**config.mk**
```make
export PLATFORM = sky130hd
export DESIGN_NAME = axon_arbiter
export DESIGN_NICKNAME = d
export VERILOG_FILES = /design/src/rtl/axon_arbiter_pkg.sv /design/src/rtl/spk_fifo.sv /design/src/rtl/axon_arbiter.sv
export SDC_FILE = /design/constraint.sdc
export NUM_CORES = 1
export LEC_CHECK = 0
export ABC_AREA = 1
export CAP_MARGIN = 10
export CORE_ASPECT_RATIO = 2
export CORE_MARGIN = 1
export CORE_UTILIZATION = 52
export DETAILED_ROUTE_END_ITERATION = 10
export HOLD_SLACK_MARGIN = 0.03
export MAX_ROUTING_LAYER = met4
export PLACE_DENSITY_LB_ADDON = 0.2
export SYNTH_ARGS = -nofsm -noshare
export SYNTH_HDL_FRONTEND = slang
export SYNTH_SLANG_ARGS = --single-unit
export TNS_END_PERCENT = 5
```
**constraint.sdc**
```tcl
create_clock -name clk -period 2.5 [get_ports clk]
set_input_delay 0.625 -clock clk [delete_from_list [all_inputs] [get_ports clk]]
set_output_delay 0.625 -clock clk [all_outputs]
set_load 0.02 [all_outputs]
```
**src/rtl/axon_arbiter_pkg.sv**
```systemverilog
// Shared node package for the axon arbiter.
// Holds the packet type codes and the arbiter FSM encoding.
package axon_arbiter_pkg;

    localparam logic [2:0] PT_SPIKE    = 3'b000;
    localparam logic [2:0] PT_DATA     = 3'b001;
    localparam logic [2:0] PT_DATA_END = 3'b010;
    localparam logic [2:0] PT_WRITE    = 3'b110;
    localparam logic [2:0] PT_READ     = 3'b111;

    typedef enum logic {
        ARB   = 1'b0,
        BURST = 1'b1
    } arb_state_e;

endpackage

```
**src/rtl/spk_fifo.sv**
```systemverilog
// Per-requester packet FIFO holding {type,data} entries.
// A push on a full FIFO is refused even when a pop happens in the same cycle.
module spk_fifo #(
    parameter int W     = 27,
    parameter int DEPTH = 4
) (
    input  logic         clk,
    input  logic         rst_n,
    input  logic         push,
    input  logic [W-1:0] wdata,
    input  logic         pop,
    output logic [W-1:0] rdata,
    output logic         full,
    output logic         empty
);

    localparam int AW = $clog2(DEPTH);

    logic [W-1:0]  mem [DEPTH];
    logic [AW-1:0] wptr;
    logic [AW-1:0] rptr;
    logic [AW:0]   count;
    logic          do_push;
    logic          do_pop;

    assign full    = (count == (AW+1)'(DEPTH));
    assign empty   = (count == '0);
    assign do_push = push && !full;
    assign do_pop  = pop && !empty;
    assign rdata   = mem[rptr];

    always_ff @(posedge clk) begin
        if (do_push) begin
            mem[wptr] <= wdata;
        end
    end

    always_ff @(posedge clk or negedge rst_n) begin
        if (!rst_n) begin
            wptr  <= '0;
            rptr  <= '0;
            count <= '0;
        end else begin
            if (do_push) begin
                wptr <= wptr + 1'b1;
            end
            if (do_pop) begin
                rptr <= rptr + 1'b1;
            end
            count <= count + (AW+1)'(do_push) - (AW+1)'(do_pop);
        end
    end

endmodule

```
**src/rtl/axon_arbiter.sv**
```systemverilog
// Two-requester round-robin arbiter feeding one axon port.
// A DATA grant locks the axon to its owner until the matching DATA_END.
module axon_arbiter
    import axon_arbiter_pkg::*;
#(
    parameter int SW    = 24,
    parameter int FTW   = 3,
    parameter int DEPTH = 4
) (
    input  logic           clk,
    input  logic           rst_n,
    input  logic           req0_vld,
    input  logic [SW-1:0]  req0_data,
    input  logic [FTW-1:0] req0_type,
    output logic           req0_rdy,
    input  logic           req1_vld,
    input  logic [SW-1:0]  req1_data,
    input  logic [FTW-1:0] req1_type,
    output logic           req1_rdy,
    input  logic           axon_busy,
    output logic           spk_in_axon_vld,
    output logic [SW-1:0]  spk_in_axon_data,
    output logic [FTW-1:0] spk_in_axon_type,
    output logic           err_sticky
);

    localparam int PW = SW + FTW;
    localparam logic [FTW-1:0] T_DATA     = FTW'(PT_DATA);
    localparam logic [FTW-1:0] T_DATA_END = FTW'(PT_DATA_END);

    arb_state_e     state;
    logic           rr;
    logic           owner;
    logic [PW-1:0]  head0;
    logic [PW-1:0]  head1;
    logic           full0;
    logic           full1;
    logic           empty0;
    logic           empty1;
    logic           grant;
    logic           sel;
    logic           pop0;
    logic           pop1;
    logic [PW-1:0]  pkt;
    logic [FTW-1:0] ptype;
    logic [SW-1:0]  pdata;

    spk_fifo #(.W(PW), .DEPTH(DEPTH)) u_fifo0 (
        .clk   (clk),
        .rst_n (rst_n),
        .push  (req0_vld),
        .wdata ({req0_type, req0_data}),
        .pop   (pop0),
        .rdata (head0),
        .full  (full0),
        .empty (empty0)
    );

    spk_fifo #(.W(PW), .DEPTH(DEPTH)) u_fifo1 (
        .clk   (clk),
        .rst_n (rst_n),
        .push  (req1_vld),
        .wdata ({req1_type, req1_data}),
        .pop   (pop1),
        .rdata (head1),
        .full  (full1),
        .empty (empty1)
    );

    assign req0_rdy = !full0;
    assign req1_rdy = !full1;

    // Pick the source for this edge; rr wins only when it has something.
    always_comb begin
        grant = 1'b0;
        sel   = 1'b0;
        unique case (state)
            ARB: begin
                grant = !axon_busy && !(empty0 && empty1);
                if (rr) begin
                    sel = !empty1 ? 1'b1 : 1'b0;
                end else begin
                    sel = !empty0 ? 1'b0 : 1'b1;
                end
            end
            BURST: begin
                sel   = owner;
                grant = owner ? !empty1 : !empty0;
            end
            default: begin
                grant = 1'b0;
                sel   = 1'b0;
            end
        endcase
    end

    assign pop0  = grant && !sel;
    assign pop1  = grant && sel;
    assign pkt   = sel ? head1 : head0;
    assign ptype = pkt[PW-1:SW];
    assign pdata = pkt[SW-1:0];

    always_ff @(posedge clk or negedge rst_n) begin
        if (!rst_n) begin
            state            <= ARB;
            rr               <= 1'b0;
            owner            <= 1'b0;
            spk_in_axon_vld  <= 1'b0;
            spk_in_axon_data <= '0;
            spk_in_axon_type <= '0;
            err_sticky       <= 1'b0;
        end else begin
            spk_in_axon_vld <= 1'b0;
            if (grant) begin
                unique case (state)
                    ARB: begin
                        spk_in_axon_vld  <= 1'b1;
                        spk_in_axon_data <= pdata;
                        spk_in_axon_type <= ptype;
                        rr               <= !sel;
                        if (ptype == T_DATA) begin
                            owner <= sel;
                            state <= BURST;
                        end
                    end
                    BURST: begin
                        unique case (1'b1)
                            (ptype == T_DATA): begin
                                spk_in_axon_vld  <= 1'b1;
                                spk_in_axon_data <= pdata;
                                spk_in_axon_type <= ptype;
                            end
                            (ptype == T_DATA_END): begin
                                spk_in_axon_vld  <= 1'b1;
                                spk_in_axon_data <= pdata;
                                spk_in_axon_type <= ptype;
                                state            <= ARB;
                            end
                            default: begin
                                err_sticky <= 1'b1;
                            end
                        endcase
                    end
                    default: begin
                        state <= ARB;
                    end
                endcase
            end
        end
    end

endmodule
```
After elaboration in Yosys (flattened, before gate mapping)

Memory sizes are Yosys's and may differ from the RTL's.
Index checks and enable logic that the tools add are counted.

Flip-flop bits (word level): 46
RAM bits: 216
Output and inout bits: 31
Word-level logic and storage cells: 73
Memories: 2

Add/sub/neg operators: 8
Equality and inequality tests: 5
Mux-type cells: 21
Bitwise operators: 2
Reductions and logical operators: 22

Memory list:

| memory      | words | bits a word | rd ports | clocked after Yosys merged registers in | wr ports | RTL line       | RTL |
|---|---|---|---|---|---|---|---|
| u_fifo0.mem | 4     | 27          | 1        | 0                                       | 1        | spk_fifo.sv:19 | `logic [W-1:0] mem [DEPTH];` |
| u_fifo1.mem | 4     | 27          | 1        | 0                                       | 1        | spk_fifo.sv:19 |  |

Operator list:

| cell                  | number |
|---|---|
| $pmux W24 S2          | 1 |
| $mux W27              | 1 |
| $mux W24              | 1 |
| $mux W1               | 12 |
| $add A2 B1 Y2 const B | 4 |
| $logic_and A1 B1 Y1   | 8 |
| $pmux W1 S2           | 4 |
| $logic_not A1 Y1      | 7 |
| $add A3 B1 Y3         | 2 |
| $eq A3 B3 Y1 const B  | 2 |
| $logic_not A3 Y1      | 2 |
| $pmux W3 S2           | 1 |
| $reduce_and A3 Y1     | 2 |
| $sub A3 B1 Y3         | 2 |
| $reduce_and A2 Y1     | 2 |
| $eq A3 B1 Y1 const B  | 1 |
| $eq A3 B2 Y1 const B  | 1 |
| $mux W3               | 1 |
| $ne A2 B2 Y1 const B  | 1 |
| $not A1 Y1            | 2 |
| $reduce_or A2 Y1      | 1 |

Logic depth before layout (Yosys ltp)

Gate-level depths: netlist of the first run.

Depth in word-level cells: 10
Depth in mapped cells: 14

Hierarchy

A second synthesis of the first run with hierarchy kept.

Cells, all modules: 1,059
Area total of the unflattened synthesis: 11,126.9 um^2

By module, submodules not included:

| module              | times used | cells an instance | area each (um^2) | sequential area each (um^2) |
|---|---|---|---|---|
| spk_fifo at u_fifo0 | 1          | 400               | 4,670.7          | 3,418.3 |
| spk_fifo at u_fifo1 | 1          | 399               | 4,669.5          | 3,418.3 |
| axon_arbiter        | 1          | 260               | 1,786.7          | 800.8 |

Worst setup path after synthesis of the first run

Ideal clock, no wire load.

Kind: flip-flop to flip-flop
Start point: register u_fifo1.count[1]
End point: memory u_fifo1.mem[0][0], enable pin
Arrival time: 2.016 ns
Required time: 2.089 ns
Setup slack: 0.073 ns
Stages on the path, launching flop included: 5
Period minus slack after synthesis: 2.427 ns
Cells stage by stage: dfrtp_1 > nor2_4 > nand2_1 > nand2_1 > nor2_1

Longest elaborated chain between the ends: 5

RTL lines:

| what                          | RTL line           | RTL |
|---|---|---|
| start: declaration            | spk_fifo.sv:22     | `logic [AW:0] count;` |
| start signal: assignment      | spk_fifo.sv:50     | `count <= count + (AW+1)'(do_push) - (AW+1)'(do_pop);` |
| $eq A3 B3 Y1                  | spk_fifo.sv:26     | `assign full = (count == (AW+1)'(DEPTH));` |
| $logic_not A1 Y1              | -                  |  |
| via req1_rdy                  | axon_arbiter.sv:19 | `output logic req1_rdy,` |
| $logic_and A1 B1 Y1           | spk_fifo.sv:28     | `assign do_push = push && !full;` |
| $mux W1                       | spk_fifo.sv:33     | `if (do_push) begin` |
| $mux W1 (not written as such) | spk_fifo.sv:34     | `mem[wptr] <= wdata;` |
| end: declaration              | spk_fifo.sv:19     |  |

The timed path passes the listed nets, and every way through them passes these cells.

Worst setup path after layout of the first run

Start point: register u_fifo1.count[1]
End point: output req1_rdy

Longest elaborated chain between the ends: 2

RTL lines:

| what             | RTL line           | RTL |
|---|---|---|
| $eq A3 B3 Y1     | spk_fifo.sv:26     |  |
| $logic_not A1 Y1 | axon_arbiter.sv:71 | `assign req1_rdy = !full1;` |
| end: declaration | axon_arbiter.sv:19 |  |

No other way between the ends.

==> out/results.ini, run 1 <==
[detailed_routing]
viasPerCell = 5.35
drc = 0
ant_nets = 0
detail_route.wl_per_cell_um = 17.7
vias = 6480
drt-total-wl_um = 21500
drt_iter0_drc = 300
first_pass_iters = 4

[clock_tree]
cts_buffers = 21
cts_tree = done
clk_pin_slew_ns = 0.07
hold_buffers = 0
h-tree-depth = 1
clkLatencyLatePin_ns = 0.49
cts_buffer_depth = 3
clock_sinks = 262
postCtsSetupBuffers = 0
cts_resized = 0
cts_root_buffer = clkbuf_16

[synth]
ys.flop_type = edfxtp_1
yosysUniqueCellTypes = 32
syn_area_per_cell_sq_um = 12.9
synth_edf_count = 216
postSynthCellCount = 830
synth_warnings = 0
yosysSeqAreaShare_pct = 71.1
ys_ff_latch = 262
mappedNetlistArea_sq_mm = 0.0107
async_reset_ff_share_pct = 17.6
syn_nets = 903

[placed_design]
dpl.cell_count = 1175
place_congestion = 0.786
place_hpwl_um = 14100
io_buffer_count = 89

[sta]
min_period_over_period_pct = 94.9
hold_viol = 0
finalSetupViolCount = 0
tightestPinTransition_ns = 0.655
min_period_ns = 2.37
maxSlewHeadroom_pct = 56.4
final.setup.tns_ns = 0
rsz0062_at_grt = yes
fin_skew_ns = 0.00831
clock.fmax_ghz = 0.422
maxSlewViolCount = 0

[die]
rows = 74
start_util_pct = 52.7
die_y_um = 205
die_w_um = 104
core_sq_mm = 0.0204
pin_count = 90
dieArea_sq_mm = 0.0213

[critical_path]
slowest_stage = clkdlybuf4s50_1
crit_chain = nor2_4, nand2_1, clkdlybuf4s50_1
critPathKind = reg2out
crit_required_ns = 1.88
cp_num_buf_inv = 1
start_kind = register
critPathMaxStageDelay_ns = 0.56
path_max_fanout = 3
critPathTopFamily = buffers and inverters
end_kind = output pin
cp.arrival_ns = 1.75

[grt]
first_global_vias = 6353
grt_pass1_wl_um = 33700
use_met2_pct = 38.8
grt_overflow = 0
antenna_found_initial = 0
grtUsageMet3_pct = 1.65
globalRoute.busiestLayer = met2
grt_use_total_pct = 21.4
use_met1_pct = 25.3
grt_max_degree = 50

[finish]
fin_nets = 1005
final_common_cell = edfxtp_1
final_cell_mix = edfxtp_1, nand2_1, o21ai_0
ff_latch_area_sq_mm = 0.00764
multi_input_area_sq_mm = 0.00269
insertedDiodeCount = 0
fill_cells = 1591
layout.cells.non_filler = 1212
drive_above_1_share_pct = 14.3
area_delta_synth_final_pct = 18.9

[run_status]
outcome = finished, final reports clean

[power_and_ir_drop]
combPwrFrac_pct = 42.1
p_seq_share_pct = 38.3
p_per_area_mw_per_mm2 = 1300
switchingPower_uw = 6180
p_sw_share_pct = 37.2
clkPwrFrac_pct = 19.6
intPower_uw = 10400
vdd_drop_max_mv = 0.580
leakage_uw = 0.00475

[worst_hold_path]
holdCritPathClass = in2async

[run]
maxCapViolations = 0

-- final timing paths --
check	cells past startpoint	startpoint	end	slack, ns
min in group clk	2	spk_in_axon_data[19]$_DFFE_PN0P_	spk_in_axon_data[19]$_DFFE_PN0P_	0.48
max in group asynchronous	2	rst_n	u_fifo1.count[1]$_DFF_PN0_	1.77
worst min-delay path	2	rst_n	spk_in_axon_data[8]$_DFFE_PN0P_	0.23
worst max register to register	12	u_fifo1.count[1]$_DFF_PN0_	u_fifo1.count[2]$_DFF_PN0_	0.14
worst min register to register	2	spk_in_axon_data[19]$_DFFE_PN0P_	spk_in_axon_data[19]$_DFFE_PN0P_	0.48
worst max-delay path	3	u_fifo1.count[1]$_DFF_PN0_	req1_rdy	0.13
-- routing by layer --
layer  part of all wire (%)  vias up
li1                       -     3134
met2                     54      141
met4                    2.2        0
met3                    4.1       31
met1                     39     3174
met5                      0        -
-- sequential cells by signal, summed over array words and instances, names as in the netlist, 2 cells and up --
| name | count |
|---|---|
| u_fifo0.mem | 108 |
| u_fifo1.mem | 108 |
| spk_in_axon_data | 24 |
| spk_in_axon_type | 3 |
| u_fifo0.count | 3 |
| u_fifo1.count | 3 |
| u_fifo0.rptr | 2 |
| u_fifo0.wptr | 2 |
| u_fifo1.rptr | 2 |
| u_fifo1.wptr | 2 |
-- cell usage after synthesis, types with 10 or more instances --
cell	n	area, sq um
buf_2	10	50.1
clkbuf_1	25	93.8
dfrtp_1	46	1150
edfxtp_1	216	6490
ha_1	12	150
inv_1	48	180
mux2_2	24	270
nand2_1	107	402
nand3_1	19	95.1
nand3_2	21	210
nor2_1	110	413
o21ai_0	104	521
o22ai_1	48	300
-- final cells by class --
cell class	instances	area share [%]
timing repair buffer	122	9.76
multi-input combinational	474	21.0
clock inverter	9	0.715
sequential	262	59.8
inverter	51	1.50
clock buffer	28	4.56
tap	266	2.61
-- worst register-to-register path, stage by stage, from the launching register on --
cell and delay [ns]:
dfrtp_2 0.45, nor2_4 0.14, nand2_2 0.07, o211ai_1 0.25, nand2_2 0.13, nand3_1 0.11, inv_1 0.07, ha_1 0.29
inv_1 0.06, ha_1 0.14, inv_1 0.05, fa_1 0.37, xnor2_1 0.14
-- logic make-up (layout without fill, tap and decap cells) --
kind of cell / Yosys count / count (layout) / share of synthesized area, %
AOI/OAI and AO/OA: 157 / 157 / 8.11
xor gates and xnor gates: 8 / 8 / 0.652
adders and majority gates: 14 / 14 / 1.77
buffers and inverters: 94 / 210 / 4.18
DFF: 262 / 262 / 71.1
muxes: 24 / 24 / 2.52
and+or+nand+nor: 271 / 271 / 11.7
-- power groups by stage --
stage / combinational [uW] / clock [uW] / sequential, uW
after floorplan: 4710 / 0 / 6590
after global placement: 6910 / 0 / 6430
after detailed placement: 7020 / 0 / 6440
after CTS: 7050 / 3320 / 6360
after global routing: 7730 / 3490 / 6440
final: 7000 / 3260 / 6360
-- through the flow --
stage               setup slack, ns  hold slack (ns)  instance area, sq um  power (uW)  utilization [%]
floorplan                    0.0729            0.329                 10700       11300                -
global placement             -0.258            0.465                 12100       13300             59.3
global route                -0.0238            0.289                 12800       17700             62.7
finish                        0.129            0.228                 12800       16600             62.7
CTS                          0.0827            0.258                 12800       16700             62.6
detailed placement           -0.268            0.458                 12100       13500             59.3
No activity file was read; power rests on OpenSTA's default activity.
==> run 2: changes to the inputs <==
CORE_MARGIN = 2   (was 1)
==> run 2 against run 1 <==
- worst setup slack got worse by 0.027 ns
- via count rose by 0.66%
- non-clock buffer count down 2
- flip-flop and latch count unchanged
- sequential power is 0.6% higher
- power is 0.69% higher
- clock power up 5%
- critical path type unchanged
- critical endpoint is now req0_rdy
==> out/results.ini, run 2 (synthesized netlist as in run 1, its figures left out) <==
[run_status]
outcome = finished, final reports clean

[finish]
top_regs = u_fifo0.mem: 108 flops, u_fifo1.mem: 108 flops, spk_in_axon_data: 24 flops
drive_above_1_share_pct = 14.4  ; +0.091 points
final_cell_mix = edfxtp_1, nand2_1, o21ai_0
design_area_sq_mm = 0.0128  ; +0.29%
insertedDiodeCount = 0  ; unchanged
fin_nets = 1004  ; -0.10%
area_delta_synth_final_pct = 19.2
utilization_pct = 62.9  ; +0.18 points
final_common_cell = edfxtp_1

[sta]
hold_viol = 0  ; unchanged
rsz0062_at_grt = no
fin_skew_ns = 0.0107  ; +0.00243 ns
setup_slack_ns = 0.102  ; -0.0270 ns
min_period_over_period_pct = 95.9  ; +1.1 points
tightestPinTransition_ns = 0.663  ; +0.00785 ns
maxSlewViolCount = 0  ; unchanged
hold_slack_ns = 0.213  ; -0.0148 ns
min_period_ns = 2.40  ; +0.0270 ns
finalSetupViolCount = 0  ; unchanged
maxSlewHeadroom_pct = 55.8  ; -0.52 points
clock.fmax_ghz = 0.417  ; -1.1%

[placed_design]
post-place-ws_ns = -0.265  ; +0.00359 ns
place_hpwl_um = 14200  ; +0.46%
place_congestion = 0.795  ; +1.1%
io_buffer_count = 89  ; unchanged
place_area_sq_mm = 0.0121  ; -0.25%

[power_and_ir_drop]
vdd_drop_max_mv = 0.805  ; +39%
power_uw = 16700  ; +0.69%
p_per_area_mw_per_mm2 = 1310  ; +0.39%
leakage_uw = 0.00477  ; +0.37%

[grt]
antenna_found_initial = 0  ; unchanged
grt_max_degree = 50  ; unchanged
grt_overflow = 0  ; unchanged
grt_use_total_pct = 20.3  ; -1.0 points
grt_pass1_wl_um = 33700  ; -0.24%
first_global_vias = 6557  ; +3.2%

[clock_tree]
cts_tree = done
clock_sinks = 262  ; unchanged
cts_root_buffer = clkbuf_16
clkLatencyLatePin_ns = 0.51  ; +0.02 ns
h-tree-depth = 1  ; unchanged
cts_buffers = 22  ; +4.8%
hold_buffers = 0  ; unchanged
clk_pin_slew_ns = 0.07  ; about the same
cts_buffer_depth = 3  ; unchanged

[detailed_routing]
first_pass_iters = 4  ; unchanged
drc = 0  ; unchanged
drt-total-wl_um = 21800  ; +1.6%
detail_route.wl_per_cell_um = 18.0  ; +1.5%
vias = 6523  ; +0.66%
ant_nets = 0  ; unchanged
viasPerCell = 5.38  ; +0.58%
drt_iter0_drc = 362  ; +21%

[critical_path]
crit_chain = nor2_2, nand2_1, clkdlybuf4s50_1
start_kind = register
crit_required_ns = 1.88  ; about the same
worst-path-stages = 3  ; unchanged
slowest_stage = clkdlybuf4s50_1
critPathKind = reg2out
end_kind = output pin
cp.arrival_ns = 1.77  ; +0.02 ns
critPathTopFamily = buffers and inverters
path_max_fanout = 3  ; unchanged
rr_worst_depth = 11  ; -1
cp_num_buf_inv = 1  ; unchanged
critPathMaxStageDelay_ns = 0.57  ; about the same

[die]
start_util_pct = 52.7  ; unchanged
rows = 74  ; unchanged
die_w_um = 106  ; +1.9%
die_y_um = 207  ; +0.97%
dieArea_sq_mm = 0.0219  ; +2.9%
pin_count = 90  ; unchanged
core_sq_mm = 0.0204  ; unchanged

[run]
maxCapViolations = 0  ; unchanged

[worst_hold_path]
holdCritPathClass = in2async

## run 2: changes by cell type in the layout (fill, tap and decap cells not counted), sizes merged
cell | previous run | this run
clkbuf | 28 | 33
clkinv | 7 | 4
buf | 34 | 32
bufinv | 2 | 1
clkinvlp | 0 | 1
inv | 51 | 52
## run 2: repair_timing
action / 4_1_cts / 5_1_grt
gates resized for setup: 0 / 2
endpoints found under the setup margin: 0 / 2
setup buffers: 0 / 2
## run 2: layout make-up
cell class / instances / area, sq um
multi-input combinational: 474 / 2680
tap: 266 / 333
sequential: 262 / 7640
fill: 1565 / 7560
clock buffer: 33 / 664
timing repair buffer: 120 / 1230
inverter: 51 / 191
clock inverter: 7 / 67.6
## run 2: final timing paths
path                                                       from                              end  slack, ns
min in group clk                spk_in_axon_data[0]$_DFFE_PN0P_  spk_in_axon_data[0]$_DFFE_PN0P_       0.48
worst max register to register       u_fifo0.count[1]$_DFF_PN0_       u_fifo0.count[2]$_DFF_PN0_       0.19
worst min-delay path                                      rst_n  spk_in_axon_data[7]$_DFFE_PN0P_       0.21
worst max-delay path                 u_fifo0.count[1]$_DFF_PN0_                         req0_rdy       0.10
worst min register to register  spk_in_axon_data[0]$_DFFE_PN0P_  spk_in_axon_data[0]$_DFFE_PN0P_       0.48
max in group asynchronous                                 rst_n       u_fifo1.count[1]$_DFF_PN0_       1.78
## run 2: stage by stage
| step | TNS (ns) | cells |
|---|---|---|
| 2_1_floorplan | 0 | 830 |
| 3_5_place_dp | -0.804 | 1171 |
| 6_report | 0 | 1213 |
| 3_3_place_gp | -0.640 | 1171 |
| 5_1_grt | 0 | 1213 |
| 4_1_cts | 0 | 1211 |
## run 2: worst register-to-register path: cells and delay by family, from the launching register on
kind / cells / cell delay, ns
adders and majority gates: 3 / 0.81
and+or+nand+nor: 5 / 0.73
DFF: 1 / 0.40
buffers and inverters: 2 / 0.09
xor gates and xnor gates: 1 / 0.17
## run 2: power by group
group	switching [uW]	leakage, uW	internal (uW)
Sequential	497	0.00253	5900
Clock	1480	0.000358	1960
Combinational	4230	0.00187	2670
## run 2: layer usage
metal,vias to the layer above,track usage [%],routed length [um]
li1,3122,-,-
met1,3190,23.8,8700
met2,152,34.7,11300
met3,59,2.61,907
met4,0,9.35,868
met5,-,-,0
==> run 3: changes to the inputs <==
CORE_UTILIZATION = 58   (was 52)
clock period = 2.3 ns   (was 2.5 ns; I/O delays follow)
==> run 3 against run 2 <==
- die area decreased by 10%
- clock power is essentially flat
- worst hold slack worse by 0.15 ns
- combinational power grew 17%
- design area rose by 0.38%
- utilization up 7.7 points
- power grew 10%
- worst setup slack worse by 0.067 ns
- global-route usage grew 3.5 points
- count of clock-buffer cells in the layout down 9
- wire length up 4.1%
- critical endpoint is now u_fifo1.count[1]$_DFF_PN0_
- highest routed layer unchanged
==> out/results.ini, run 3 (synthesized netlist as in run 1, its figures left out) <==
[run_status]
outcome = finished, final reports clean

[finish]
top_regs = u_fifo0.mem: 108 flops, u_fifo1.mem: 108 flops, spk_in_axon_data: 24 flops
final_common_cell = edfxtp_1
layout.cells.non_filler = 1179  ; -2.8%
fill_cells = 1281  ; -18%
final_cell_mix = edfxtp_1, nand2_1, o21ai_0
area_delta_synth_final_pct = 19.7
fin_nets = 1020  ; +1.6%
utilization_pct = 70.6  ; +7.7 points
multi_input_area_sq_mm = 0.00274  ; +2.3%
drive_above_1_share_pct = 17.7  ; +3.3 points
ff_latch_area_sq_mm = 0.00764  ; about the same

[sta]
maxSlewViolCount = 0  ; unchanged
hold_viol = 0  ; unchanged
fin_skew_ns = 0.0177  ; +0.00700 ns
rsz0062_at_grt = yes
maxSlewHeadroom_pct = 62.5  ; +6.6 points
hold_slack_ns = 0.0630  ; -0.150 ns
tightestPinTransition_ns = 0.563  ; -0.0997 ns
clock.fmax_ghz = 0.441
finalSetupViolCount = 0  ; unchanged
min_period_over_period_pct = 98.5
final.setup.tns_ns = 0  ; unchanged
min_period_ns = 2.27
setup_slack_ns = 0.0349  ; -0.0666 ns

[placed_design]
io_buffer_count = 89  ; unchanged
place_congestion = 0.794  ; about the same
post-place-ws_ns = -0.400  ; -0.135 ns
place_hpwl_um = 15000  ; +5.3%
dpl.cell_count = 1126  ; -3.8%

[critical_path]
start_kind = register
end_kind = register
cp.arrival_ns = 2.66  ; +0.89 ns
critPathKind = reg2reg
crit_required_ns = 2.69  ; +0.81 ns
path_max_fanout = 4  ; +1

[detailed_routing]
drt-total-wl_um = 22700  ; +4.1%
vias = 6729  ; +3.2%
drc = 0  ; unchanged
ant_nets = 0  ; unchanged
first_pass_iters = 5  ; +1
detail_route.wl_per_cell_um = 19.3  ; +7.1%
viasPerCell = 5.71  ; +6.1%
drt_iter0_drc = 361  ; -0.28%

[grt]
antenna_found_initial = 1  ; +1
grt_pass1_wl_um = 35300  ; +4.8%
grt_use_total_pct = 23.8  ; +3.5 points
grt_max_degree = 31  ; -38%
first_global_vias = 7003  ; +6.8%
grt_overflow = 0  ; unchanged

[power_and_ir_drop]
vdd_drop_max_mv = 0.790  ; -2.0%
p_per_area_mw_per_mm2 = 1440  ; +9.9%
leakage_uw = 0.00480  ; +0.67%

[clock_tree]
h-tree-depth = 1  ; unchanged
clk_pin_slew_ns = 0.07  ; about the same
hold_buffers = 0  ; unchanged
clock_sinks = 262  ; unchanged
cts_tree = done
clkLatencyLatePin_ns = 0.51  ; about the same
cts_root_buffer = clkbuf_16
cts_buffers = 21  ; -4.5%
cts_buffer_depth = 3  ; unchanged

[die]
die_y_um = 196  ; -5.2%
rows = 70  ; -5.4%
pin_count = 90  ; unchanged
start_util_pct = 59.0  ; +6.2 points
dieArea_sq_mm = 0.0197  ; -10%
core_sq_mm = 0.0182  ; -11%
die_w_um = 100  ; -5.1%

[worst_hold_path]
holdCritPathClass = in2async

[run]
maxCapViolations = 0  ; unchanged

-- run 3: changes by cell type in the layout (fill, tap and decap cells not counted), sizes merged --
cell | before | now
clkinv | 4 | 10
clkdlybuf4s50 | 88 | 86
inv | 52 | 53
clkinvlp | 1 | 2
buf | 32 | 49
clkbuf | 33 | 24
diode | 0 | 1
bufinv | 1 | 0
dlygate4sd2 | 0 | 2
-- run 3: repair_timing --
action | CTS | global route
setup buffers | 9 | 5
pin swaps | 3 | 7
gates resized for setup | 5 | 17
endpoints found under the setup margin | 5 | 6
-- run 3: worst paths after layout --
kind,from,endpoint,slack (ns),cells after the start
worst max-delay path,u_fifo0.count[0]$_DFF_PN0_,u_fifo1.count[1]$_DFF_PN0_,0.03,14
worst min-delay path,rst_n,u_fifo0.wptr[1]$_DFFE_PN0P_,0.06,1
worst max register to register,u_fifo0.count[0]$_DFF_PN0_,u_fifo1.count[1]$_DFF_PN0_,0.03,14
worst min register to register,spk_in_axon_data[15]$_DFFE_PN0P_,spk_in_axon_data[15]$_DFFE_PN0P_,0.48,2
max in group asynchronous,rst_n,u_fifo1.rptr[1]$_DFFE_PN0P_,1.57,2
min in group clk,spk_in_axon_data[15]$_DFFE_PN0P_,spk_in_axon_data[15]$_DFFE_PN0P_,0.48,2
-- run 3: cell type report --
| cell class | count | share of cell area (%) |
|---|---|---|
| Inverter | 51 | 1.51 |
| Multi-Input combinational cell | 474 | 21.3 |
| Clock inverter | 14 | 0.720 |
| Antenna cell | 1 | 0.0195 |
| Clock buffer | 24 | 4.42 |
| Timing Repair Buffer | 137 | 10.5 |
| Sequential cell | 262 | 59.4 |
| Tap cell | 216 | 2.10 |
-- run 3: power breakdown --
| part | switching (uW) | leakage, uW | internal [uW] |
|---|---|---|---|
| Sequential | 532 | 0.00253 | 6410 |
| Clock | 1610 | 0.000326 | 1810 |
| Combinational | 4860 | 0.00194 | 3230 |
| Total | 7000 | 0.00480 | 11400 |
-- run 3: per-layer routing --
| layer | routed length (um) | vias up | global-route usage [%] |
|---|---|---|---|
| met5 | 0 | - | - |
| met3 | 1050 | 49 | 2.84 |
| met1 | 8680 | 3328 | 27.5 |
| met2 | 12300 | 189 | 41.8 |
| li1 | - | 3163 | - |
| met4 | 656 | 0 | 9.59 |
-- run 3: through the flow --
step	instance area, sq um	power (uW)
finish	12900	18400
global route	12900	19600
CTS	12700	18200
detailed placement	12000	14600
global placement	12000	14300
floorplan	10700	12300
-- run 3: critical path: stages (launching register included) --
cell,delay [ns]
dfrtp_1,0.40
nor2_2,0.15
nand2_1,0.09
inv_2,0.07
nand2_2,0.05
o211ai_1,0.11
nand2_2,0.13
nand3_2,0.10
inv_2,0.06
ha_4,0.21
inv_4,0.05
ha_4,0.12
inv_2,0.03
fa_1,0.54
inv_1,0.05
